### src/rtl/la_dump_receiver_pkg.sv
// Shared definitions for the logic-analyzer dump receiver.
//   rx_state_e          : byte-receiver FSM encodings
//   err_flags_t         : sticky error flag bundle
//   CLKS_PER_BIT_115200 : default divider for 12 MHz / 115200 baud
package la_dump_receiver_pkg;

    localparam int CLKS_PER_BIT_115200 = 104;

    typedef enum logic [1:0] {
        ST_IDLE  = 2'd0,
        ST_START = 2'd1,
        ST_DATA  = 2'd2,
        ST_STOP  = 2'd3
    } rx_state_e;

    typedef struct packed {
        logic frame;
        logic overrun;
        logic timeout;
    } err_flags_t;

endpackage

### src/rtl/la_dump_receiver_rx_byte.sv
// uart_rx_byte: 8N1 byte deserialiser.
//   clk, rst        : clock, synchronous active-high reset
//   rx              : asynchronous serial input, idles high
//   byte_data       : received byte, valid with byte_strobe
//   byte_strobe     : one-cycle pulse, stop bit sampled high
//   frame_err_pulse : one-cycle pulse, stop bit sampled low
//   idle            : FSM is in IDLE
module uart_rx_byte
    import la_dump_receiver_pkg::*;
#(
    parameter int CLKS_PER_BIT = CLKS_PER_BIT_115200
) (
    input  logic       clk,
    input  logic       rst,
    input  logic       rx,
    output logic [7:0] byte_data,
    output logic       byte_strobe,
    output logic       frame_err_pulse,
    output logic       idle
);

    localparam int TW = $clog2(CLKS_PER_BIT);
    localparam logic [TW-1:0] T_FULL = TW'(CLKS_PER_BIT - 1);
    localparam logic [TW-1:0] T_HALF = TW'(CLKS_PER_BIT / 2 - 1);

    logic          rx_meta, rx_s;
    logic [1:0]    warm_pipe;   // marks when rx_s carries a real sample
    logic          seen_high;
    rx_state_e     state, state_n;
    logic [TW-1:0] timer, timer_n;
    logic [2:0]    bit_cnt, bit_cnt_n;
    logic [7:0]    shreg, shreg_n;

    always_ff @(posedge clk) begin
        if (rst) begin
            rx_meta   <= 1'b1;
            rx_s      <= 1'b1;
            warm_pipe <= '0;
            seen_high <= 1'b0;
            state     <= ST_IDLE;
            timer     <= '0;
            bit_cnt   <= '0;
            shreg     <= '0;
        end else begin
            rx_meta   <= rx;
            rx_s      <= rx_meta;
            warm_pipe <= {warm_pipe[0], 1'b1};
            // The synchroniser reset value of 1 must not count as a real
            // idle line, otherwise a stuck-low input would produce bytes.
            if (warm_pipe[1] && rx_s)
                seen_high <= 1'b1;
            state     <= state_n;
            timer     <= timer_n;
            bit_cnt   <= bit_cnt_n;
            shreg     <= shreg_n;
        end
    end

    always_comb begin
        state_n         = state;
        timer_n         = timer + 1'b1;
        bit_cnt_n       = bit_cnt;
        shreg_n         = shreg;
        byte_strobe     = 1'b0;
        frame_err_pulse = 1'b0;
        unique case (state)
            ST_IDLE: begin
                timer_n = '0;
                if (!rx_s && seen_high)
                    state_n = ST_START;
            end
            ST_START: begin
                if (timer == T_HALF) begin
                    timer_n   = '0;
                    bit_cnt_n = '0;
                    state_n   = rx_s ? ST_IDLE : ST_DATA;
                end
            end
            ST_DATA: begin
                if (timer == T_FULL) begin
                    timer_n   = '0;
                    shreg_n   = {rx_s, shreg[7:1]};   // LSB first
                    bit_cnt_n = bit_cnt + 3'd1;
                    if (bit_cnt == 3'd7)
                        state_n = ST_STOP;
                end
            end
            ST_STOP: begin
                // Return to IDLE at the mid-stop sample so a back-to-back
                // start bit is not missed.
                if (timer == T_FULL) begin
                    timer_n = '0;
                    state_n = ST_IDLE;
                    if (rx_s) byte_strobe     = 1'b1;
                    else      frame_err_pulse = 1'b1;
                end
            end
            default: state_n = ST_IDLE;
        endcase
    end

    assign byte_data = shreg;
    assign idle      = (state == ST_IDLE);

endmodule

### src/rtl/la_dump_receiver.sv
// la_dump_receiver: reassembles UART bytes from the logic analyzer into
// SAMPLE_BYTES-wide words (first byte in the MSBs) on a valid/ready port.
//   clk, rst    : clock, synchronous active-high reset
//   rx          : serial input from the analyzer's transmit line
//   word_data   : assembled word; word_valid/word_ready handshake
//   busy        : receiving a byte or holding a partial word
//   frame_err, overrun_err, timeout_err : sticky flags, cleared by clr_err
module la_dump_receiver
    import la_dump_receiver_pkg::*;
#(
    parameter int CLKS_PER_BIT = CLKS_PER_BIT_115200,
    parameter int SAMPLE_BYTES = 2,
    parameter int TIMEOUT_BITS = 20
) (
    input  logic                      clk,
    input  logic                      rst,
    input  logic                      rx,
    output logic [8*SAMPLE_BYTES-1:0] word_data,
    output logic                      word_valid,
    input  logic                      word_ready,
    output logic                      busy,
    output logic                      frame_err,
    output logic                      overrun_err,
    output logic                      timeout_err,
    input  logic                      clr_err
);

    localparam int W        = 8 * SAMPLE_BYTES;
    localparam int IW       = (SAMPLE_BYTES > 1) ? $clog2(SAMPLE_BYTES) : 1;
    localparam int TO_LIMIT = TIMEOUT_BITS * CLKS_PER_BIT;
    localparam int CW       = $clog2(TO_LIMIT + 1);
    localparam logic [IW-1:0] LAST_IDX = IW'(SAMPLE_BYTES - 1);

    logic [7:0]    byte_data;
    logic          byte_strobe, frame_err_pulse, rx_idle;
    logic [IW-1:0] byte_idx;
    logic [W-1:0]  asm_buf, asm_next;
    logic [CW-1:0] to_cnt;
    logic          word_done, timeout_hit;
    err_flags_t    errs, err_set;

    uart_rx_byte #(.CLKS_PER_BIT(CLKS_PER_BIT)) u_rx (
        .clk             (clk),
        .rst             (rst),
        .rx              (rx),
        .byte_data       (byte_data),
        .byte_strobe     (byte_strobe),
        .frame_err_pulse (frame_err_pulse),
        .idle            (rx_idle)
    );

    // Shift-left assembly leaves the first byte of the word in the MSBs.
    assign asm_next    = (asm_buf << 8) | W'(byte_data);
    assign word_done   = byte_strobe && (byte_idx == LAST_IDX);
    assign timeout_hit = rx_idle && (byte_idx != '0) && (to_cnt == CW'(TO_LIMIT - 1));

    always_comb begin
        err_set         = '0;
        err_set.frame   = frame_err_pulse;
        err_set.overrun = word_done && word_valid && !word_ready;
        err_set.timeout = timeout_hit;
    end

    always_ff @(posedge clk) begin
        if (rst) begin
            byte_idx   <= '0;
            asm_buf    <= '0;
            to_cnt     <= '0;
            word_data  <= '0;
            word_valid <= 1'b0;
            errs       <= '0;
        end else begin
            // Inter-byte idle counter; any start bit leaves IDLE and clears it.
            if (rx_idle && (byte_idx != '0) && !timeout_hit)
                to_cnt <= to_cnt + 1'b1;
            else
                to_cnt <= '0;

            if (frame_err_pulse || timeout_hit) begin
                byte_idx <= '0;
            end else if (byte_strobe) begin
                asm_buf  <= asm_next;
                byte_idx <= word_done ? '0 : byte_idx + 1'b1;
            end

            // A completing word reloads even in the consume cycle; an
            // unconsumed word is kept and the new one dropped (overrun).
            if (word_done && !(word_valid && !word_ready)) begin
                word_data  <= asm_next;
                word_valid <= 1'b1;
            end else if (word_valid && word_ready) begin
                word_valid <= 1'b0;
            end

            // Set beats clear when both happen in one cycle.
            errs <= (errs & ~{3{clr_err}}) | err_set;
        end
    end

    assign busy        = !rx_idle || (byte_idx != '0);
    assign frame_err   = errs.frame;
    assign overrun_err = errs.overrun;
    assign timeout_err = errs.timeout;

endmodule

### config.mk
export PLATFORM = sky130hd
export DESIGN_NAME = la_dump_receiver
export DESIGN_NICKNAME = d
export VERILOG_FILES = /design/src/rtl/la_dump_receiver_pkg.sv /design/src/rtl/la_dump_receiver_rx_byte.sv /design/src/rtl/la_dump_receiver.sv
export SDC_FILE = /design/constraint.sdc
export NUM_CORES = 1
export LEC_CHECK = 0
export ABC_AREA = 1
export CORE_MARGIN = 3
export CORE_UTILIZATION = 55
export CTS_CLUSTER_SIZE = 8
export DETAILED_ROUTE_END_ITERATION = 7
export PLACE_DENSITY = 0.81
export SETUP_SLACK_MARGIN = 0.4
export SLEW_MARGIN = 20
export SYNTH_ARGS = -nofsm -noshare
export SYNTH_HDL_FRONTEND = slang
export SYNTH_SLANG_ARGS = --single-unit
### constraint.sdc
create_clock -name clk -period 1.9 [get_ports clk]
set_input_delay 0.38 -clock clk [delete_from_list [all_inputs] [get_ports clk]]
set_output_delay 0.38 -clock clk [all_outputs]
set_load 0.01 [all_outputs]
Word level (Yosys, flattened, before mapping)
Index checks and enable logic that the tools add are counted.
{"block": "classes", "n_addsub": 4, "eq_ne": 12, "mux": 23, "bitwise": 6, "reduce_logical": 28}
{"operator": "7-bit one-hot mux with 3 select lines", "n": 1}
{"operator": "16-bit by 8-bit bitwise OR with 16-bit output", "n": 1}
{"operator": "7-bit 2-to-1 mux", "n": 2}
{"operator": "12-bit by 1-bit adder with 12-bit output, second input constant", "n": 1}
{"operator": "12-bit equality test, second input constant", "n": 1}
{"operator": "2-bit 2-to-1 mux", "n": 6}
{"operator": "1-bit logical AND", "n": 11}
{"operator": "1-bit 2-to-1 mux", "n": 10}
{"operator": "2-bit by 1-bit != test with 1-bit output, second input constant", "n": 5}
{"operator": "2-bit one-hot mux with 4 select lines", "n": 1}
{"operator": "7-bit by 1-bit adder with 7-bit output, second input constant", "n": 1}
{"operator": "7-bit by 6-bit equality test with 1-bit output, second input constant", "n": 1}
{"operator": "7-bit equality test, second input constant", "n": 1}
{"operator": "3-bit 2-to-1 mux", "n": 2}
{"operator": "3-bit one-hot mux with 2 select lines", "n": 1}
{"operator": "2-bit OR reduction", "n": 3}
{"operator": "1-bit zero test", "n": 5}
{"operator": "5-bit AND reduction", "n": 1}
{"operator": "2-bit equality test, second input constant", "n": 2}
{"operator": "2-bit AND reduction", "n": 2}
{"operator": "2-bit nonzero test", "n": 2}
{"operator": "3-bit by 1-bit adder with 3-bit output, second input constant", "n": 1}
{"operator": "3-bit AND", "n": 1}
{"operator": "3-bit equality test, second input constant", "n": 1}
{"operator": "8 further kinds", "n": 10}
{"block": "totals", "register_bits": 66, "in_bits": 5, "out_inout_bits": 21}

Longest topological paths before layout
{"block": "depth", "depth_word": 7, "ltp_mapped": 9}

Modules after synthesis
Synthesis repeated with hierarchy kept, for this count alone.
{"block": "unflattened", "cells_unflattened": 353, "area_unflattened_um2": 2713.9}
{"mod": "la_dump_receiver", "n_inst": 1, "cells_per_inst": 221, "area_each_um2": 1690.4}
{"mod": "uart_rx_byte", "n_inst": 1, "cells_per_inst": 132, "area_each_um2": 1023.5}

Worst setup path before layout
No wires, ideal clock.
{"block": "synth_timing", "kind": "flip-flop to flip-flop", "start": "register u_rx.timer[0]", "end": "register word_data[0]", "setup_time_ns": 0.132, "arrival_time_ns": 1.489, "slack_ns": 0.279, "path_stages_with_launch": 10, "n_path_buf": 1, "period_less_slack_ns": 1.621, "cell_sequence": "dfxtp_1 -> ha_1 -> nand2_2 -> nor2_4 -> nand2_2 -> nor3_4 -> nand3_4 -> buf_6 -> nand2_1 -> a21oi_1"}
{"block": "synth_between", "elab_chain_len": 5}
{"item": "start: declaration", "line": "la_dump_receiver_rx_byte.sv:30", "source": "logic [TW-1:0] timer, timer_n;"}
{"item": "start signal: assignment", "line": "la_dump_receiver_rx_byte.sv:53", "source": "timer <= timer_n;"}
{"item": "7-bit equality test", "line": "la_dump_receiver_rx_byte.sv:91", "source": "if (timer == T_FULL) begin"}
{"item": "1-bit 2-to-1 mux", "line": "la_dump_receiver_rx_byte.sv:91"}
{"item": "1-bit 2-to-1 mux", "line": "la_dump_receiver_rx_byte.sv:66", "source": "unique case (state)"}
{"item": "1-bit logical AND", "line": "la_dump_receiver.sv:54", "source": "assign word_done = byte_strobe && (byte_idx == LAST_IDX);"}
{"item": "1-bit logical AND", "line": "la_dump_receiver.sv:88", "source": "if (word_done && !(word_valid && !word_ready)) begin"}
{"item": "end signal: assignment", "line": "la_dump_receiver.sv:89", "source": "word_data <= asm_next;"}
{"item": "end: declaration", "line": "la_dump_receiver.sv:18", "source": "output logic [8*SAMPLE_BYTES-1:0] word_data,"}
No other way between the ends.
A chain may end at the register's enable or synchronous reset.

Worst setup path in the final report
{"block": "layout_timing", "start": "register u_rx.timer[0]", "end": "register word_data[13]"}
The elaborated chain is that of the path after synthesis.

==> impl_metrics.ini <==
[outcome]
status = finished clean

[timing]
worst_slew_pin_slew_ns = 0.283
final_hold_viol_count = 0
period_share_pct = 87.8
rsz0062_at_grt = true
max_freq_ghz = 0.599
drv_slew = 0
relSlewSlack_pct = 81.0
period_needed_ns = 1.67
skew_ns = 0.00986
setup_violations = 0
setup_tns_ns = 0

[yosys]
synth.avg_cell_area_um2 = 7.96
ys_seq_area_share_pct = 50.1
syn_inst = 331
synth_fp_nets = 340
syn-cell-area_mm2 = 0.00264
ys_ff_latch = 66
ys_types = 23
synth_warnings = 0

[clocking]
clockBufferDepth = 2
clkTransAtPathRegs_ns = 0.08
clock-sinks = 66
clk-insertion-delay-late_ns = 0.35
cts_root_buf = clkbuf_8
postCtsHoldBufs = 0
cts_made_buffers = 9
cts_tree = done
h-tree-depth = 3

[critical_path]
critical_path_class = flip-flop to flip-flop
critPathRequiredTime_ns = 2.18
cp-start-kind = flip-flop
cp-end-kind = flip-flop
cp.arrival_ns = 1.95
critPathMaxFanout = 7

[power]
total_power_mw = 2.95
leakagePower_nw = 1.36
power_density_mw_per_mm2 = 852
irDropWorstVdd_mv = 0.457

[global_route]
grtUsageTotal_pct = 24.1
grt_pass1_wl_mm = 10.3
grt_start_max_net_pins = 22
antenna_found_initial = 0
grt_pass1_vias = 2284
grt_overflow = 0

[die]
die_x_um = 75.2
initial_core_util_pct = 58.5
ios = 26
dieHeight_um = 75.2
die-area_mm2 = 0.00566
rows = 24
core-area_mm2 = 0.00450

[routing]
dr.pass1.iters = 4
drc_errors = 0
drtIter0Drc = 214
vias = 2450
wl_per_cell_um = 15.3
routed_via_density = 5.65
ant_nets = 0
wl_mm = 6.63

[placement]
place_congestion = 0.861
portBuffers = 25
dp_hpwl_mm = 3.63

[worst_hold_path]
hold_path.class = flip-flop to flip-flop

[layout]
syn_to_final_growth_pct = 31.4
final_nets = 386
drive_above_1_share_pct = 20.7
diodes = 0

[job]
drv_cap = 0
[placed cells by master, fill, tap and decap left out, drive strengths merged, types with 3 or more instances in the layout]
cell type	instances
buf	22
xor2	4
nand2	55
or2	4
o21ai	21
a21oi	49
inv	31
clkbuf	10
nand4	19
ha	4
nor2	36
dlygate4sd2	20
clkdlybuf4s50	4
nand3	18
dfxtp	66
nor3	5
nor3b	5
bufinv	3
[timing repair]
| item | CTS | global route |
|---|---|---|
| pin swaps | 6 | 16 |
| cloned | 2 | 0 |
| setup buffers | 8 | 2 |
| resized for setup | 35 | 34 |
| setup endpoints to repair | 52 | 58 |
[report_power, final]
group          switching (mW)  internal [mW]  leakage, nW
clock network           0.554          0.909        0.119
registers             0.00711           1.39        0.535
logic                  0.0545         0.0338        0.706
total                   0.616           2.33         1.36
[registers in the layout, summed over array words and instances (netlist names), named ones only]
| signal | count |
|---|---|
| u_rx.rx_s | 1 |
| u_rx.state | 1 |
| u_rx.bit_cnt | 3 |
| timeout_err | 1 |
| overrun_err | 1 |
| u_rx.seen_high | 1 |
| to_cnt | 12 |
| asm_buf | 8 |
| u_rx.rx_meta | 1 |
| u_rx.timer | 7 |
| frame_err | 1 |
| word_valid | 1 |
| byte_idx | 1 |
| word_data | 16 |
| u_rx.byte_data | 8 |
| u_rx.warm_pipe | 2 |
[final timing paths]
check	from	endpoint	slack, ns	cells after the start
setup / recovery	u_rx.timer[0]	word_data[13]	0.23	9
hold / removal	u_rx.rx_meta	u_rx.rx_s	0.41	1
setup reg to reg	u_rx.timer[0]	word_data[13]	0.23	9
hold reg to reg	u_rx.rx_meta	u_rx.rx_s	0.41	1
[layer usage]
layer  vias to the layer above  part of all wire [%]  GRT usage, %
li1                       1195                     -             -
met1                      1169                    45          31.5
met2                        70                    48          37.4
met3                        16                   4.6          6.14
met4                         0                   2.4          11.1
met5                         -                     0             0
[cells in the mapped netlist]
library cell	instances	area (um2)
nand2_1	53	199
inv_1	31	116
ha_1	4	50.1
clkinv_1	1	3.75
nand4_1	19	119
nor3_1	3	15.0
nor2_1	35	131
xnor2_1	1	8.76
clkbuf_1	6	22.5
o21ai_0	21	105
buf_6	3	33.8
nand3_4	1	17.5
nor3_2	1	10.0
dfxtp_1	66	1320
nor3_4	1	16.3
nand3_1	16	80.1
buf_2	4	20.0
xor2_1	4	35.0
nor2_4	1	11.3
nand2_2	2	12.5
nor3b_1	5	37.5
a21oi_1	49	245
or2_2	4	25.0
[layout make-up]
| class | count | area [um2] |
|---|---|---|
| Clock buffer | 10 | 138 |
| Tap cell | 52 | 65.1 |
| Inverter | 32 | 121 |
| Clock inverter | 6 | 114 |
| Fill cell | 305 | 1040 |
| Multi-Input combinational cell | 221 | 1240 |
| Timing Repair Buffer | 47 | 454 |
| Sequential cell | 66 | 1330 |
[through the flow]
| stage | utilization [%] | hold slack (ns) | setup slack, ns | area [um2] | cells |
|---|---|---|---|---|---|
| after detailed placement | 66.5 | 0.404 | 0.0996 | 3000 | 406 |
| after CTS | 74.6 | 0.416 | 0.289 | 3360 | 432 |
| final | 76.9 | 0.409 | 0.231 | 3460 | 434 |
| after global routing | 76.9 | 0.437 | 0.188 | 3460 | 434 |
| after floorplan | - | 0.388 | 0.347 | 2660 | 331 |
| after global placement | 66.5 | 0.391 | 0.171 | 3000 | 406 |
[critical path, cell delays in order (launching register included)]
cell     delay (ns)
dfxtp_2        0.36
ha_4           0.16
nand2_4        0.06
nor2_4         0.11
nand2_4        0.08
nor3_4         0.22
buf_12         0.18
buf_16         0.12
nand4_1        0.15
a21oi_2        0.17
[cell families (layout without fill, tap and decap cells)]
logic type	Yosys count	in the layout	synth area share, %
AOI/OAI and AO/OA	70	70	13.3
xor gates and xnor gates	5	5	1.66
adders and majority gates	4	4	1.90
buffers and inverters	45	95	7.45
DFF	66	66	50.1
and+or+nand+nor	141	142	25.6
No activity file was read; power rests on OpenSTA's default activity.
==> patch 1, RTL diff (same flow settings) <==
Take the reset off `shreg` and load it in a clocked block of its own.
--- a/src/rtl/la_dump_receiver_rx_byte.sv
+++ b/src/rtl/la_dump_receiver_rx_byte.sv
@@ -40,7 +40,6 @@
             state     <= ST_IDLE;
             timer     <= '0;
             bit_cnt   <= '0;
-            shreg     <= '0;
         end else begin
             rx_meta   <= rx;
             rx_s      <= rx_meta;
@@ -52,8 +51,11 @@
             state     <= state_n;
             timer     <= timer_n;
             bit_cnt   <= bit_cnt_n;
-            shreg     <= shreg_n;
         end
+    end
+
+    always_ff @(posedge clk) begin
+        shreg <= shreg_n;
     end
 
     always_comb begin
Behaviour: same outputs for any inputs over 10 cycles, from zero or initial values and one cycle with rst high; that may be too few to reach the edited logic, so the function may still have changed.
==> patch 1 against the original RTL <==
First-iteration DRC count rose by 23%. Sequential cell count did not move. Worst setup slack improved by 0.046 ns. Combinational power fell by 0.9%. Routed wire length fell by 9.8%. Via count fell by 7.2%. Count of clock-buffer cells in the layout fell by 1. Area after synthesis fell by 0.38%. Total power fell by 5.5%. Critical path depth did not move. Clock skew fell by 0.0022 ns. Cell area fell by 1.6%. Critical path type unchanged.
==> patch 1: results (changes against the original RTL) <==
Placement Setup Slack: 0.09288 ns (was 0.09963 ns)
Adder-Cell Fraction of Synth Area: 1.906% (was 1.898%)
Post-Syn Area per Cell: 8.499 um2 (was 7.965 um2)
Worst R2R End: word_data[11]$_SDFFE_PP0P_ (was word_data[13]$_SDFFE_PP0P_)
Seq/Total Area, Yosys: 53.36% (was 50.12%)
area share of xor/xnor cells in the synthesized design: 2.001% (was 1.661%)
status: complete, no violations (unchanged)
GRT Overall Usage: 21.82% (was 24.07%)
Vias: 2274 (was 2450)
Post-synth EDFFs: 8 (was 0)
Detailed Route WL: 5.978 mm (was 6.625 mm)
Syn Nets: 318 (was 340)
dpl cells: 382 (was 406)
Netlist cell types: 25 (was 23)
count of multi-input gates: 198 (was 221)
Rel. slew slack: 70.57% (was 81.04%)
multi-input combinational area share: 34.79% (was 35.87%)
area growth from synthesis to layout: 29.82% (was 31.37%)
Signal buffers: 45 (was 47)
Signal buf overhead: 11.74% (was 13.11%)
top cells by count, synth: dfxtp_1, nand2_1, a21oi_1 (unchanged)
Worst Skew: 0.007665 ns (was 0.009855 ns)
Final Wtd Congestion: 0.8050 (was 0.8614)
Leak Pwr: 1.351 nW (was 1.359 nW)
R2R Setup Slk: 0.28 ns (was 0.23 ns)
Worst Path Arrival: 1.84 ns (was 1.95 ns)
hold slack: 0.4217 ns (was 0.4092 ns)
first-pass GRT wire length: 9.108 mm (was 10.26 mm)
worst hold start: to_cnt[0]$_SDFF_PP0_ (was u_rx.rx_meta$_SDFF_PP1_)
Worst Hold Path EP: to_cnt[0]$_SDFF_PP0_ (was u_rx.rx_s$_SDFF_PP1_)
## patch 1: cell count changes after synthesis, sizes merged, moves of 3 or more
cell    unedited run  this run
nand2             55        49
a21oi             49        40
nor2              36        32
o21ai             21        15
dfxtp             66        58
inv               31        34
edfxtp             0         8
nand3             17        14
## patch 1: where the power goes
group / internal (mW) / switching (mW) / total (mW)
Clock: 0.736 / 0.538 / 1.27
Sequential: 1.42 / 0.00983 / 1.43
Combinational: 0.0339 / 0.0537 / 0.0876
## patch 1: repair_timing
item / 4_1_cts / 5_1_grt
cloned: 2 / 0
setup buffers: 7 / 4
resized for setup: 37 / 45
setup endpoints to repair: 63 / 52
hold buffers: 0 / 0
pin swaps: 5 / 12
## patch 1: layer usage
layer / track usage (%) / vias to the layer above / wire length (um)
met4: 13.44 / 0 / 118
met1: 28.91 / 1055 / 2628
li1: - / 1130 / -
met5: 0 / - / 0
met3: 5.073 / 13 / 303
met2: 32.21 / 76 / 2928
==> patch 2, RTL diff (config.mk and constraints unchanged) <==
Without the edit above. Change the package constant `CLKS_PER_BIT_115200` from 104 to 208.
--- a/src/rtl/la_dump_receiver_pkg.sv
+++ b/src/rtl/la_dump_receiver_pkg.sv
@@ -4,7 +4,7 @@
 //   CLKS_PER_BIT_115200 : default divider for 12 MHz / 115200 baud
 package la_dump_receiver_pkg;
 
-    localparam int CLKS_PER_BIT_115200 = 104;
+    localparam int CLKS_PER_BIT_115200 = 208;
 
     typedef enum logic [1:0] {
         ST_IDLE  = 2'd0,
Formal check against the unedited RTL: no difference found for any inputs over 10 cycles, from zero or initial values and one cycle with rst high; that may be too few to reach the edited logic, so the function may still have changed.
==> patch 2 against the original RTL <==
Count of clock-buffer cells in the layout grew 1. Area after synthesis up 6.8%. Routed wire length shrank 0.30%. Non-clock buffer count unchanged. Total power down 9.3%. Cell area grew 6.3%. Clock skew is 0.0024 ns lower. Worst setup slack gained 0.13 ns. Sequential cell count rose by 2. Global-route usage fell by 2.2 points. Critical endpoint unchanged.
==> patch 2: results (changes against the original RTL) <==
status: complete, no violations (unchanged)
Worst Path Arrival: 1.81 ns (was 1.95 ns)
share of layout cells above drive strength 1: 19.68% (was 20.68%)
Non-clk invs: 53 (was 32)
dpl hpwl: 3.655 mm (was 3.625 mm)
Synth Area in Compound Gates: 10.18% (was 13.29%)
Layout Nets: 441 (was 386)
DRT iter0 DRCs: 144 (was 214)
GRT Overall Usage: 21.85% (was 24.07%)
router iterations before antenna repair: 6 (was 4)
Vias: 2600 (was 2450)
area share of xor/xnor cells in the synthesized design: 2.178% (was 1.661%)
worst hold start: u_rx.warm_pipe[0]$_DFF_P_ (was u_rx.rx_meta$_SDFF_PP1_)
Max VDD drop: 0.0004826 V (was 0.0004572 V)
setup bufs post-CTS: 5 (was 8)
Signal buf overhead: 13.26% (was 13.11%)
Rel. slew slack: 72.56% (was 81.04%)
CP startpoint: u_rx.rx_s$_SDFF_PP1_ (was u_rx.timer[0]$_SDFF_PP0_)
Adder-Cell Fraction of Synth Area: 1.778% (was 1.898%)
post-CTS resize count: 45 (was 35)
grt met3 use: 5.220% (was 6.142%)
R2R Setup Slk: 0.37 ns (was 0.23 ns)
WL met1: 2.810 mm (was 2.966 mm)
met2 Resource Use GR: 39.12% (was 37.43%)
Min-Delay Path Depth: 2 (was 1)
YS warnings: 0 (unchanged)
mux cell area share after synthesis: 0% (unchanged)
first-pass GRT wire length: 10.49 mm (was 10.26 mm)
dpl cells: 470 (was 406)
Netlist cell types: 26 (was 23)
largest net degree at the start of global routing: 31 (was 22)
Syn Nets: 395 (was 340)
crit path max fanout: 8 (was 7)
average wire per standard cell: 13.11 um (was 15.26 um)
top cells by area, synth: dfxtp_1, nand2_1, nor2_1 (was dfxtp_1, a21oi_1, nand2_1)
clkbuf count: 11 (was 10)
Placement Setup Slack: 0.1866 ns (was 0.09963 ns)
count of multi-input gates: 253 (was 221)
Leak Pwr: 1.672 nW (was 1.359 nW)
Sink Count: 68 (was 66)
Tcrit/Tclk final: 80.75% (was 87.82%)
Worst Skew: 0.007499 ns (was 0.009855 ns)
Post-DP Area: 3142 um2 (was 2995 um2)
final-layout clock-cell area share: 5.472% (was 7.262%)
Post-Synthesis Cells: 386 (was 331)
multi-input combinational area share: 36.06% (was 35.87%)
routed length on met3: 256 um (was 307 um)
Worst Hold Path EP: u_rx.warm_pipe[1]$_SDFF_PP0_ (was u_rx.rx_s$_SDFF_PP1_)
top cells by count, synth: nand2_1, dfxtp_1, nor2_1 (was dfxtp_1, nand2_1, a21oi_1)
Detailed Route WL: 6.605 mm (was 6.625 mm)
Seq/Total Area, Yosys: 48.36% (was 50.12%)
hold slack: 0.4074 ns (was 0.4092 ns)
Final Core Density: 75.92% (was 76.89%)
vias in the first global route: 2411 (was 2284)
## patch 2: cell types whose count changed in the layout (fill, tap and decap cells not counted), sizes merged, moves of 5 or more
cell / change
nand4: -12
a21oi: -18
nand3: -5
inv: +21
nand2: +34
nor3b: -5
nor2: +29
## patch 2: worst max-delay path: stages, from the launching register on
cell and delay [ns]:
dfxtp_1 0.46, inv_1 0.14, nor2_1 0.15, nand2_2 0.09, nor2_4 0.11, nand2_4 0.12, clkbuf_16 0.19, nand2_1 0.05
nand2_1 0.06, nor2_1 0.09
## patch 2: power breakdown
group          leakage, nW  switching [mW]  internal [mW]  total, mW
Sequential           0.554         0.00347           1.43       1.43
Combinational         1.01          0.0300         0.0202     0.0502
Clock                0.109           0.524          0.668       1.19
## patch 2: kinds of logic (layout without fill, tap and decap cells)
group	after synthesis	in the layout
compound gates	54	54
xor+xnor	7	7
fa+ha+maj	4	4
buf+inv	65	116
flops	68	68
simple gates	188	188
